<file path="src/rtl/preemption_timer.sv">
// Scheduler quantum timer: counts unstalled RUN cycles and flags expiry (pulse plus sticky pending flag).
// Optional TIMER_PRESCALER_EN divides the tick by Prescale+1; without it every counting cycle is a tick.
module preemption_timer #(
  parameter int CNT_WIDTH       = 16,
  parameter int DEFAULT_QUANTUM = 20,
  parameter int IO_WIDTH        = 2,
  parameter int PRESCALE_WIDTH  = 4
) (
  input  logic                      CLK,
  input  logic                      Reset,
  input  logic                      PREEMP_ON,
  input  logic                      PREEMP_OFF,
  input  logic                      Finalize,
  input  logic [IO_WIDTH-1:0]       IO,
  input  logic                      QuantumLoad,
  input  logic [CNT_WIDTH-1:0]      QuantumValue,
  input  logic                      IntAck,
  input  logic [PRESCALE_WIDTH-1:0] Prescale,
  output logic                      OutOfQuantum,
  output logic                      IntPending,
  output logic                      Active,
  output logic [CNT_WIDTH-1:0]      Count
);

  typedef enum logic [1:0] {
    IDLE  = 2'd0,
    RUN   = 2'd1,
    STALL = 2'd2
  } state_t;

  state_t                r_state;
  state_t                w_next_state;
  logic [CNT_WIDTH-1:0]  r_count;
  logic [CNT_WIDTH-1:0]  r_quantum;
  logic                  r_ooq;
  logic                  r_pending;

  logic                  w_io_busy;
  logic                  w_active;
  logic                  w_restart;
  logic                  w_load;
  logic                  w_count_en;
  logic                  w_tick;
  logic                  w_expire;
  logic [CNT_WIDTH-1:0]  w_count_inc;

  assign w_io_busy   = |IO;
  assign w_active    = (r_state != IDLE);
  assign w_restart   = Finalize && w_active;
  assign w_load      = QuantumLoad && (QuantumValue != '0);
  assign w_count_inc = r_count + CNT_WIDTH'(1);

  always_ff @(posedge CLK or posedge Reset) begin
    if (Reset) begin
      r_state <= IDLE;
    end else begin
      r_state <= w_next_state;
    end
  end

  always_comb begin
    w_next_state = r_state;
    w_count_en   = 1'b0;
    if (PREEMP_OFF) begin
      w_next_state = IDLE;
    end else if (PREEMP_ON) begin
      w_next_state = RUN;
    end else begin
      case (r_state)
        RUN: begin
          if (w_io_busy) begin
            w_next_state = STALL;
          end else begin
            // Lower-priority controls in the same cycle steal the count slot.
            w_count_en = !w_restart && !w_load;
          end
        end
        STALL: begin
          if (!w_io_busy) begin
            w_next_state = RUN;
          end
        end
        default: w_next_state = r_state;
      endcase
    end
  end

`ifdef TIMER_PRESCALER_EN
  logic [PRESCALE_WIDTH-1:0] r_prescale;

  assign w_tick = w_count_en && (r_prescale == Prescale);

  always_ff @(posedge CLK or posedge Reset) begin
    if (Reset) begin
      r_prescale <= '0;
    end else if (PREEMP_OFF || PREEMP_ON || w_restart) begin
      r_prescale <= '0;
    end else if (w_count_en) begin
      r_prescale <= w_tick ? '0 : r_prescale + PRESCALE_WIDTH'(1);
    end
  end
`else
  logic w_unused_prescale;

  assign w_unused_prescale = ^Prescale;
  assign w_tick            = w_count_en;
`endif

  // Count stays below the quantum, so expiry always precedes a wrap.
  assign w_expire = w_tick && (w_count_inc >= r_quantum);

  always_ff @(posedge CLK or posedge Reset) begin
    if (Reset) begin
      r_count <= '0;
    end else if (PREEMP_OFF || PREEMP_ON || w_restart) begin
      r_count <= '0;
    end else if (w_load) begin
      if (QuantumValue <= r_count) begin
        r_count <= '0;
      end
    end else if (w_tick) begin
      r_count <= w_expire ? '0 : w_count_inc;
    end
  end

  always_ff @(posedge CLK or posedge Reset) begin
    if (Reset) begin
      r_quantum <= CNT_WIDTH'(DEFAULT_QUANTUM);
    end else if (w_load) begin
      r_quantum <= QuantumValue;
    end
  end

  always_ff @(posedge CLK or posedge Reset) begin
    if (Reset) begin
      r_ooq     <= 1'b0;
      r_pending <= 1'b0;
    end else begin
      r_ooq     <= w_expire;
      r_pending <= w_expire || (r_pending && !IntAck);
    end
  end

  assign OutOfQuantum = r_ooq;
  assign IntPending   = r_pending;
  assign Active       = w_active;
  assign Count        = r_count;

endmodule
</file>
<file path="config.mk">
export PLATFORM = sky130hd
export DESIGN_NAME = preemption_timer
export DESIGN_NICKNAME = d
export VERILOG_FILES = /design/src/rtl/preemption_timer.sv
export SDC_FILE = /design/constraint.sdc
export NUM_CORES = 1
export LEC_CHECK = 0
export ABC_AREA = 0
export ABC_CLOCK_PERIOD_IN_PS = 4700
export BUFFER_PORTS_ARGS = -buffer_cell sky130_fd_sc_hd__buf_2
export CAP_MARGIN = 25
export CORE_ASPECT_RATIO = 1.4
export CORE_UTILIZATION = 61
export CTS_CLUSTER_DIAMETER = 30
export CTS_CLUSTER_SIZE = 25
export DETAILED_ROUTE_END_ITERATION = 12
export PLACE_DENSITY = 0.86
export SYNTH_ARGS = -nofsm -noshare
export SYNTH_HDL_FRONTEND = slang
export SYNTH_SLANG_ARGS = --single-unit
</file>
<file path="constraint.sdc">
create_clock -name CLK -period 4.7 [get_ports CLK]
set_input_delay 0.94 -clock CLK [delete_from_list [all_inputs] [get_ports CLK]]
set_output_delay 0.94 -clock CLK [all_outputs]
set_load 0.02 [all_outputs]
</file>
# After elaboration in Yosys (flattened, before gate mapping)
# Index checks and enable logic that the tools add are counted.
# word_totals
ff_bits	36
inputBits	29
out_inout_bits	19
wordCells	45
# op_classes
add_sub_neg	1
n_lt_le_gt_ge	2
eq_ne	5
muxes	14
reduce_logical	18
# op_table
op	n
16-bit 2-to-1 mux	5
16-bit by 1-bit adder with 16-bit output (second input constant)	1
16-bit greater-or-equal comparator	1
16-bit less-or-equal comparator	1
16-bit nonzero test	1
2-bit 2-to-1 mux	4
4-bit != test (second input constant)	2
1-bit logical AND	5
1-bit 2-to-1 mux	4
2-bit one-hot mux with 2 select lines	1
4-bit nonzero test	1
1-bit zero test	3
1-bit logical OR	3
3-bit by 1-bit != test with 1-bit output (second input constant)	1
3-bit AND reduction	1
3-bit nonzero test	1
2-bit by 1-bit == test with 1-bit output (second input constant)	1
2-bit == test (second input constant)	1
2-bit AND reduction	1
2-bit nonzero test	1
2-bit OR reduction	1

# Logic depth before layout (Yosys ltp)
# Gate-level depths: netlist of the first run.
# depth
ltp_word	13
mapped_depth	12
mapped_depth_nobuf	12

# Least setup slack after synthesis of the first run
# Ideal clock, no wire load.
# synth_path
path_kind	reg-to-reg
startpoint	register r_count[0], in the netlist Count[0]
endpoint	register r_count[2], in the netlist Count[2]
setup_time_ns	0.126
t_arrival_ns	3.244
required_time_ns	4.574
path_slack_ns	1.330
stages_incl_launch_ff	13
n_path_buf	0
period_less_slack_ns	3.370
path_cell_list	dfrtp_1 -> and3_1 -> nand3_1 -> or3_1 -> nor3_2 -> xnor2_1 -> ha_1 -> and4_1 -> nand2_1 -> or4_1 -> a31oi_4 -> nor3_1 -> a221o_1
# synth_between
elab_chain_cells	7
word_cells_on_any_way	10
classes_between	1 x add/sub; 2 x order compare; 1 x eq/ne; 4 x mux; 2 x reduce/logical
# synth_lines
element	line	text
from (decl)	33	logic [CNT_WIDTH-1:0] r_count;
from (signal assigned)	122	r_count <= w_expire ? '0 : w_count_inc;
16-bit by 1-bit adder with 16-bit output	51	assign w_count_inc = r_count + CNT_WIDTH'(1);
16-bit greater-or-equal comparator	110	assign w_expire = w_tick && (w_count_inc >= r_quantum);
1-bit logical AND	110	
16-bit 2-to-1 mux	122	
16-bit 2-to-1 mux	121	end else if (w_tick) begin
16-bit 2-to-1 mux	117	end else if (w_load) begin
16-bit 2-to-1 mux	115	end else if (PREEMP_OFF || PREEMP_ON || w_restart) begin
# Several ways; a longest one is shown, not always the timed one. The select of a mux whose other input is x is not followed.
# A chain may end at the register's enable or synchronous reset.

# Final worst setup path of the first run
# Same ends and word-level chain as after synthesis.

==> out/metrics.yaml, run 1 <==
status:
  status: "completed"
final_layout:
  drive_gt1_share_pct: 23.5
  nets: 406
  final_cells: 401
  fillCellCount: 343
  diodes: 0
  ff_latch_area_um2: 903
  multi_input_area_um2: 1620
  area_growth_pct: 12.8
worst_hold_path:
  worstHoldStart: "r_quantum[2]"
  hold_class: "flip-flop to flip-flop"
  hold_depth: 2
  hold_end: "r_quantum[2]"
worst_setup_path:
  start_kind: "flip-flop"
  cp_max_fo: 7
  r2r-end: "Count[2]"
  rr_startpoint: "Count[0]"
  cp.arrival_ps: 3860
  rrSetupSlack_ps: 1020
  reg2regPathDepth: 12
  critPathCaptureType: "flip-flop"
  required_ps: 4880
  startpoint: "Count[0]"
  critPathKind: "flip-flop to flip-flop"
logic_synthesis:
  synth_seq_area_share_pct: 33.3
  ys_types: 48
  yosysTopAreaCellShare_pct: 31.4
  yosysTopAreaCell: "dfrtp_1"
  syn_area_um2: 2710
  synthSimpleGateAreaFrac_pct: 19.9
  synthMuxAreaShare_pct: 4.15
  yosys-top-cells-area: "dfrtp_1 (31%), ha_1 (17%), inv_1 (5.4%), mux2_2 (4.1%), nand2_1 (4.0%)"
  yosys.cell_count.top_type: "inv_1"
  synth_common_cells: "inv_1 (39), ha_1 (36), dfrtp_1 (34)"
  synth_top_family_by_area: "simple AND/OR/NAND/NOR gates"
  async_flop_share_pct: 100
  synth_compound_area_share_pct: 14.8
  synth_edf_count: 0
  synth_xor_area_share_pct: 4.20
  syn-num-nets: 359
  syn_avg_cell_area_um2: 9.23
  synth_seq_cells: 36
  synthAdderAreaFrac_pct: 16.6
  synthCells: 294
  synthFlopType: "dfrtp_1"
  yosysWarnings: 0
global_routing:
  grt_overflow: 0
  grt_start_max_net_pins: 37
  grt_pass1_vias: 2290
  grt_util_all_layers_pct: 28.6
  antenna_found_initial: 0
  grt_pass1_wl_um: 10100
drt:
  vias: 2376
  vias_per_cell: 5.93
  drc: 0
  first_pass_iters: 4
  drt_iter0_markers: 93
  wl_um: 6340
  postRouteAntennaNets: 0
  wl_per_cell_um: 15.8
die:
  rows: 28
  initial_core_util_pct: 64.0
  core_um2: 4240
  dieArea_um2: 4720
  pin_count: 48
  die_y_um: 80.9
  fp.dieW_um: 58.4
cts:
  holdBufCountCts: 0
  cts_num_sinks: 36
  cts-root-buf: "clkbuf_8"
  clk_latency_ps: 300
  cts_resized: 0
  clk_path_buf_depth: 2
  tritoncts: "done"
  post_cts_buffers: 0
  cts_buffers: 5
  cts_htree_levels: 2
  clk_pin_slew_ps: 70
timing:
  setup_ws_ps: 1020
  setup_viol: 0
  tns_ps: 0
  finalCriticalPeriod_ps: 3680
  relSlewSlack_pct: 63.8
  finalCritPeriodShare_pct: 78.3
  rsz0062_at_grt: "no"
  slew_violations: 0
  clock.fmax_mhz: 272
  finalHoldViolCount: 0
  fin_skew_ps: 4.97
  tightest_slew_ps: 543
placed_design:
  dp_hpwl_um: 4970
  place_congestion: 0.917
  dpl.cell_count: 394
  io_buffers: 43
  dp_slack_ps: 1010
run:
  drv_cap: 0
power:
  ir_worst_vdd_v: 0.000180
  power.leakage_uw: 0.00150
  power_density_nw_per_um2: 217
## report_power, final
| part | switching (µW) | internal, µW | total [µW] |
|---|---|---|---|
| clock network | 111 | 101 | 211 |
| registers | 8.95 | 326 | 335 |
| logic | 69.7 | 46.9 | 117 |
## critical path: stages (launching register included)
cell	delay (ps)
dfrtp_1	470
ha_1	290
nand4_1	230
or3_1	420
nor3_1	190
xnor2_1	120
ha_1	310
and4_1	240
nand2_1	60
or4_1	540
a31oi_4	240
nor3_1	110
a221o_1	330
## cells in the final DEF (no fill, tap or decap), types with 4 or more instances in the layout
| cell type | n |
|---|---|
| buf_2 | 43 |
| inv_1 | 39 |
| ha_1 | 36 |
| dfrtp_1 | 34 |
| nand2_1 | 29 |
| o21ai_0 | 12 |
| nand3_1 | 12 |
| xnor2_1 | 12 |
| a21oi_1 | 11 |
| and3_1 | 11 |
| mux2_2 | 10 |
| a31o_2 | 10 |
| nor4_1 | 9 |
| nor2_1 | 8 |
| nand4_1 | 7 |
| clkbuf_8 | 5 |
| nor3_1 | 4 |
## cell type report
class / instances / share of cell area, %
Multi-Input combinational cell: 213 / 52.9
Sequential cell: 36 / 29.5
Timing Repair Buffer: 46 / 7.77
Inverter: 39 / 4.78
Tap cell: 60 / 2.45
Clock buffer: 6 / 2.37
Clock inverter: 1 / 0.164
## per-stage QoR
| stage | area (µm²) | power (µW) | hold slack [ps] | utilization (%) |
|---|---|---|---|---|
| 2_1_floorplan | 2710 | 416 | 439 | - |
| 3_3_place_gp | 2980 | 450 | 451 | 70.4 |
| 3_5_place_dp | 2980 | 456 | 449 | 70.4 |
| 4_1_cts | 3060 | 666 | 460 | 72.2 |
| 5_1_grt | 3060 | 690 | 484 | 72.2 |
| 6_report | 3060 | 663 | 460 | 72.2 |
## routing by layer
layer | up-vias | global-route usage, % | share of wire [%]
met5 | - | 0 | 0
met4 | 0 | 12.6 | 2.4
met3 | 14 | 5.10 | 5.4
met2 | 92 | 51.5 | 51
met1 | 1124 | 32.5 | 41
li1 | 1146 | - | -
## state kept, by name, indices dropped and copies added, names as in the netlist
register	cells
IntPending	1
Count	16
r_quantum	16
r_state	2
OutOfQuantum	1
## how the worst max path moves through the flow
stage	endpoint
2_1_floorplan	Count[2]
3_3_place_gp	Count[2]
3_5_place_dp	Count[2]
4_1_cts	Count[2]
5_1_grt	Count[2]
6_report	Count[2]
## kinds of logic after synthesis
group / Yosys count
AOI/OAI and AO/OA: 54
xor gates and xnor gates: 13
adders and majority gates: 36
buffers and inverters: 45
DFF: 36
muxes: 10
and+or+nand+nor: 100
Power figures use the tool's default switching activity.
==> run 2: changes to the inputs <==
- ABC_AREA: 0 -> 1
- ABC_CLOCK_PERIOD_IN_PS: 4700 -> 3300
- CORE_UTILIZATION: 61 -> 51
- PLACE_DENSITY: 0.86 -> 0.76
- clock period: 4.7 -> 3.3 ns (I/O delays scaled with it)
==> run 2 against run 1 <==
  * Sequential power increased by 41%
  * Clock-buffer cell count is 1 higher
  * Flip-flop and latch count did not move
  * First-iteration DRC count grew 19%
  * Clock skew fell by 0.83 ps
==> out/metrics.yaml, run 2 <==
placed_design:
  io_buffers: 43  # unchanged
  placed_cell_area_um2: 3100  # +3.8%
  dp_hpwl_um: 4910  # -1.2%
  dpl.cell_count: 505  # +28%
  place_congestion: 0.844  # -8.0%
logic_synthesis:
  synth_edf_count: 0  # unchanged
  yosys.cell_count.top_type: "nand2_1"
  synth_common_cells: "nand2_1 (126), inv_1 (72), nor2_1 (40)"
  syn_area_um2: 2850  # +5.0%
  syn_avg_cell_area_um2: 7.09  # -23%
  ys_types: 29  # -40%
  async_flop_share_pct: 100  # unchanged
  yosysTopAreaCell: "dfrtp_1"
  synth_seq_cells: 36  # unchanged
  yosys-top-cells-area: "dfrtp_1 (30%), nand2_1 (17%), ha_1 (16%), inv_1 (9.5%), nor2_1 (5.3%)"
  syn-num-nets: 467  # +30%
  synthFlopType: "dfrtp_1"
  synthCells: 402  # +37%
  yosysTopAreaCellShare_pct: 29.9  # -1.5 points
  yosysWarnings: 0  # unchanged
  synth_seq_area_share_pct: 31.7  # -1.6 points
final_layout:
  area_growth_pct: 12.0
  final_common_cell: "nand2_1"
  final_cell_mix: "nand2_1 (126), inv_1 (72), buf_2 (43), nor2_1 (40), ha_1 (36)"
  fillCellCount: 522  # +52%
  final_cells: 512  # +28%
  nets: 511  # +26%
  diodes: 0  # unchanged
  drive_gt1_share_pct: 15.5  # -8.0 points
  design_area_um2: 3190  # +4.3%
drt:
  wl_met2_um: 3090  # -3.7%
  highest_layer: "met4"
  vias_per_cell: 4.97  # -16%
  first_pass_iters: 4  # unchanged
  postRouteAntennaNets: 0  # unchanged
  wl_um: 6120  # -3.5%
  drt_iter0_markers: 111  # +19%
  wl_per_cell_um: 11.9  # -24%
  wl_met1_um: 2650  # +0.65%
  dr_wl_met3_um: 253  # -26%
  vias: 2544  # +7.1%
  drc: 0  # unchanged
cts:
  tritoncts: "done"
  cts_htree_levels: 2  # unchanged
  clk_pin_slew_ps: 70  # about the same
  holdBufCountCts: 0  # unchanged
  cts_buffers: 5  # unchanged
  clk_path_buf_depth: 2  # unchanged
  cts-root-buf: "clkbuf_8"
  cts_num_sinks: 36  # unchanged
  post_cts_buffers: 0  # unchanged
  clk_latency_ps: 290  # about the same
  cts_resized: 0  # unchanged
status:
  status: "completed"
timing:
  rsz0062_at_grt: "no"
  setup_viol: 0  # unchanged
  relSlewSlack_pct: 49.7  # -14 points
  fin_skew_ps: 4.14  # -0.833 ps
  finalCritPeriodShare_pct: 85.0  # +6.7 points
  slew_violations: 0  # unchanged
  tightest_slew_ps: 753  # +210 ps
  finalHoldViolCount: 0  # unchanged
  clock.fmax_mhz: 357  # +31%
  finalCriticalPeriod_ps: 2810  # -876 ps
  tns_ps: 0  # unchanged
worst_setup_path:
  start_kind: "flip-flop"
  critPathSlowestCell: "dfrtp_1"
  required_ps: 3490  # -1390 ps
  critPathKind: "flip-flop to flip-flop"
  critPathMaxStageDelay_ps: 500  # -40 ps
  critPathCaptureType: "flip-flop"
  r2r-end: "Count[10]"
  crit_chain: "ha_1 > nand3_1 > nor2_4 > nand2_1 > xor2_1 > inv_1 > ha_1 > nand2_1 > inv_1 > nand2_1 > nor2_1 > nor2_1 > nand2_1 > nand2_1 > nand2_1 > nand2_2 > nand2_4 > nor2_1 > nand2_1 > nand2_1"
  cp_common_cell: "nand2_1"
  cp_max_fo: 16  # +9
  rrSetupSlack_ps: 490  # -520 ps
  cp.arrival_ps: 3000  # -860 ps
  rr_startpoint: "Count[0]"
  reg2regPathDepth: 20  # +8
power:
  power.leakage_uw: 0.00182  # +21%
  switching_share_pct: 28.1  # -0.50 points
  p_int_uw: 708  # +50%
  ir_worst_vdd_v: 0.000195  # +8.4%
  power_frac_comb_pct: 16.9  # -0.7 points
  clockPowerShare_pct: 35.2  # +3.3 points
  power_density_nw_per_um2: 308  # +42%
  p_switching_uw: 276  # +46%
  seqPwrFrac_pct: 47.8  # -2.7 points
global_routing:
  grt_util_all_layers_pct: 23.1  # -5.5 points
  grt_pass1_vias: 2449  # +6.9%
  antenna_found_initial: 0  # unchanged
  grt_pass1_wl_um: 10600  # +4.4%
  grt_overflow: 0  # unchanged
  grt_start_max_net_pins: 37  # unchanged
die:
  rows: 31  # +11%
  core_um2: 5280  # +24%
  dieArea_um2: 5900  # +25%
  fp.dieW_um: 65.2  # +12%
  pin_count: 48  # unchanged
  die_y_um: 90.5  # +12%
  initial_core_util_pct: 54.0  # -10 points
run:
  drv_cap: 0  # unchanged
worst_hold_path:
  hold_class: "input pin to asynchronous set/reset pin"
## run 2: changes by cell type in the layout (fill, tap and decap cells not counted), sizes merged, moves of 8 or more
cell	delta
a31o	-10
and3	-11
inv	+33
mux2	-10
nand2	+103
nor2	+34
nor4	-8
o21ai	+13
xnor2	-12
xor2	+8
## run 2: routing by layer
layer	up-vias	track usage, %
met2	50	39.1
met4	0	9.60
met1	1155	27.8
met5	-	0
met3	13	4.42
li1	1326	-
## run 2: worst max-delay path by stage
stage,start,end
4_1_cts,Count[0],Count[10]
2_1_floorplan,Count[0],Count[0]
5_1_grt,Count[0],Count[14]
3_3_place_gp,Count[0],Count[10]
6_report,Count[0],Count[10]
3_5_place_dp,Count[0],Count[10]
## run 2: worst max-delay path, delay by kind of cell, from the launching register on
kind	cells	cell delay [ps]
adders and majority gates	2	500
xor gates and xnor gates	1	220
buffers and inverters	2	130
DFF	1	500
and+or+nand+nor	15	1360
## run 2: logic make-up after synthesis
| kind of cell | share of synthesized area (%) |
|---|---|
| adders and majority gates | 15.8 |
| buffers and inverters | 11.5 |
| AOI/OAI and AO/OA | 7.51 |
| xor gates and xnor gates | 2.77 |
| DFF | 31.7 |
| and+or+nand+nor | 30.7 |
## run 2: stage by stage
step | setup slack (ps) | utilization (%) | hold WS, ps | total power (µW)
2_1_floorplan | 727 | - | 457 | 597
3_3_place_gp | 561 | 58.7 | 471 | 639
3_5_place_dp | 515 | 58.7 | 481 | 648
4_1_cts | 494 | 60.5 | 472 | 998
5_1_grt | 158 | 60.5 | 525 | 1040
6_report | 495 | 60.5 | 460 | 985
## run 2: final cells by class
class                           count  area [µm²]  share of cell area, %
Multi-Input combinational cell    287        1620                   50.7
Tap cell                           66        82.6                   2.59
Timing Repair Buffer               44         223                   6.97
Sequential cell                    36         903                   28.3
Clock buffer                        7        96.3                   3.02
Inverter                           72         270                   8.46
## run 2: power by group through the flow
| stage | Combinational (µW) | Sequential [µW] | Clock (µW) |
|---|---|---|---|
| finish | 167 | 471 | 347 |
| global route | 193 | 473 | 372 |
| CTS | 170 | 471 | 357 |
| detailed placement | 168 | 480 | 0 |
| global placement | 160 | 479 | 0 |
| floorplan | 119 | 479 | 0 |
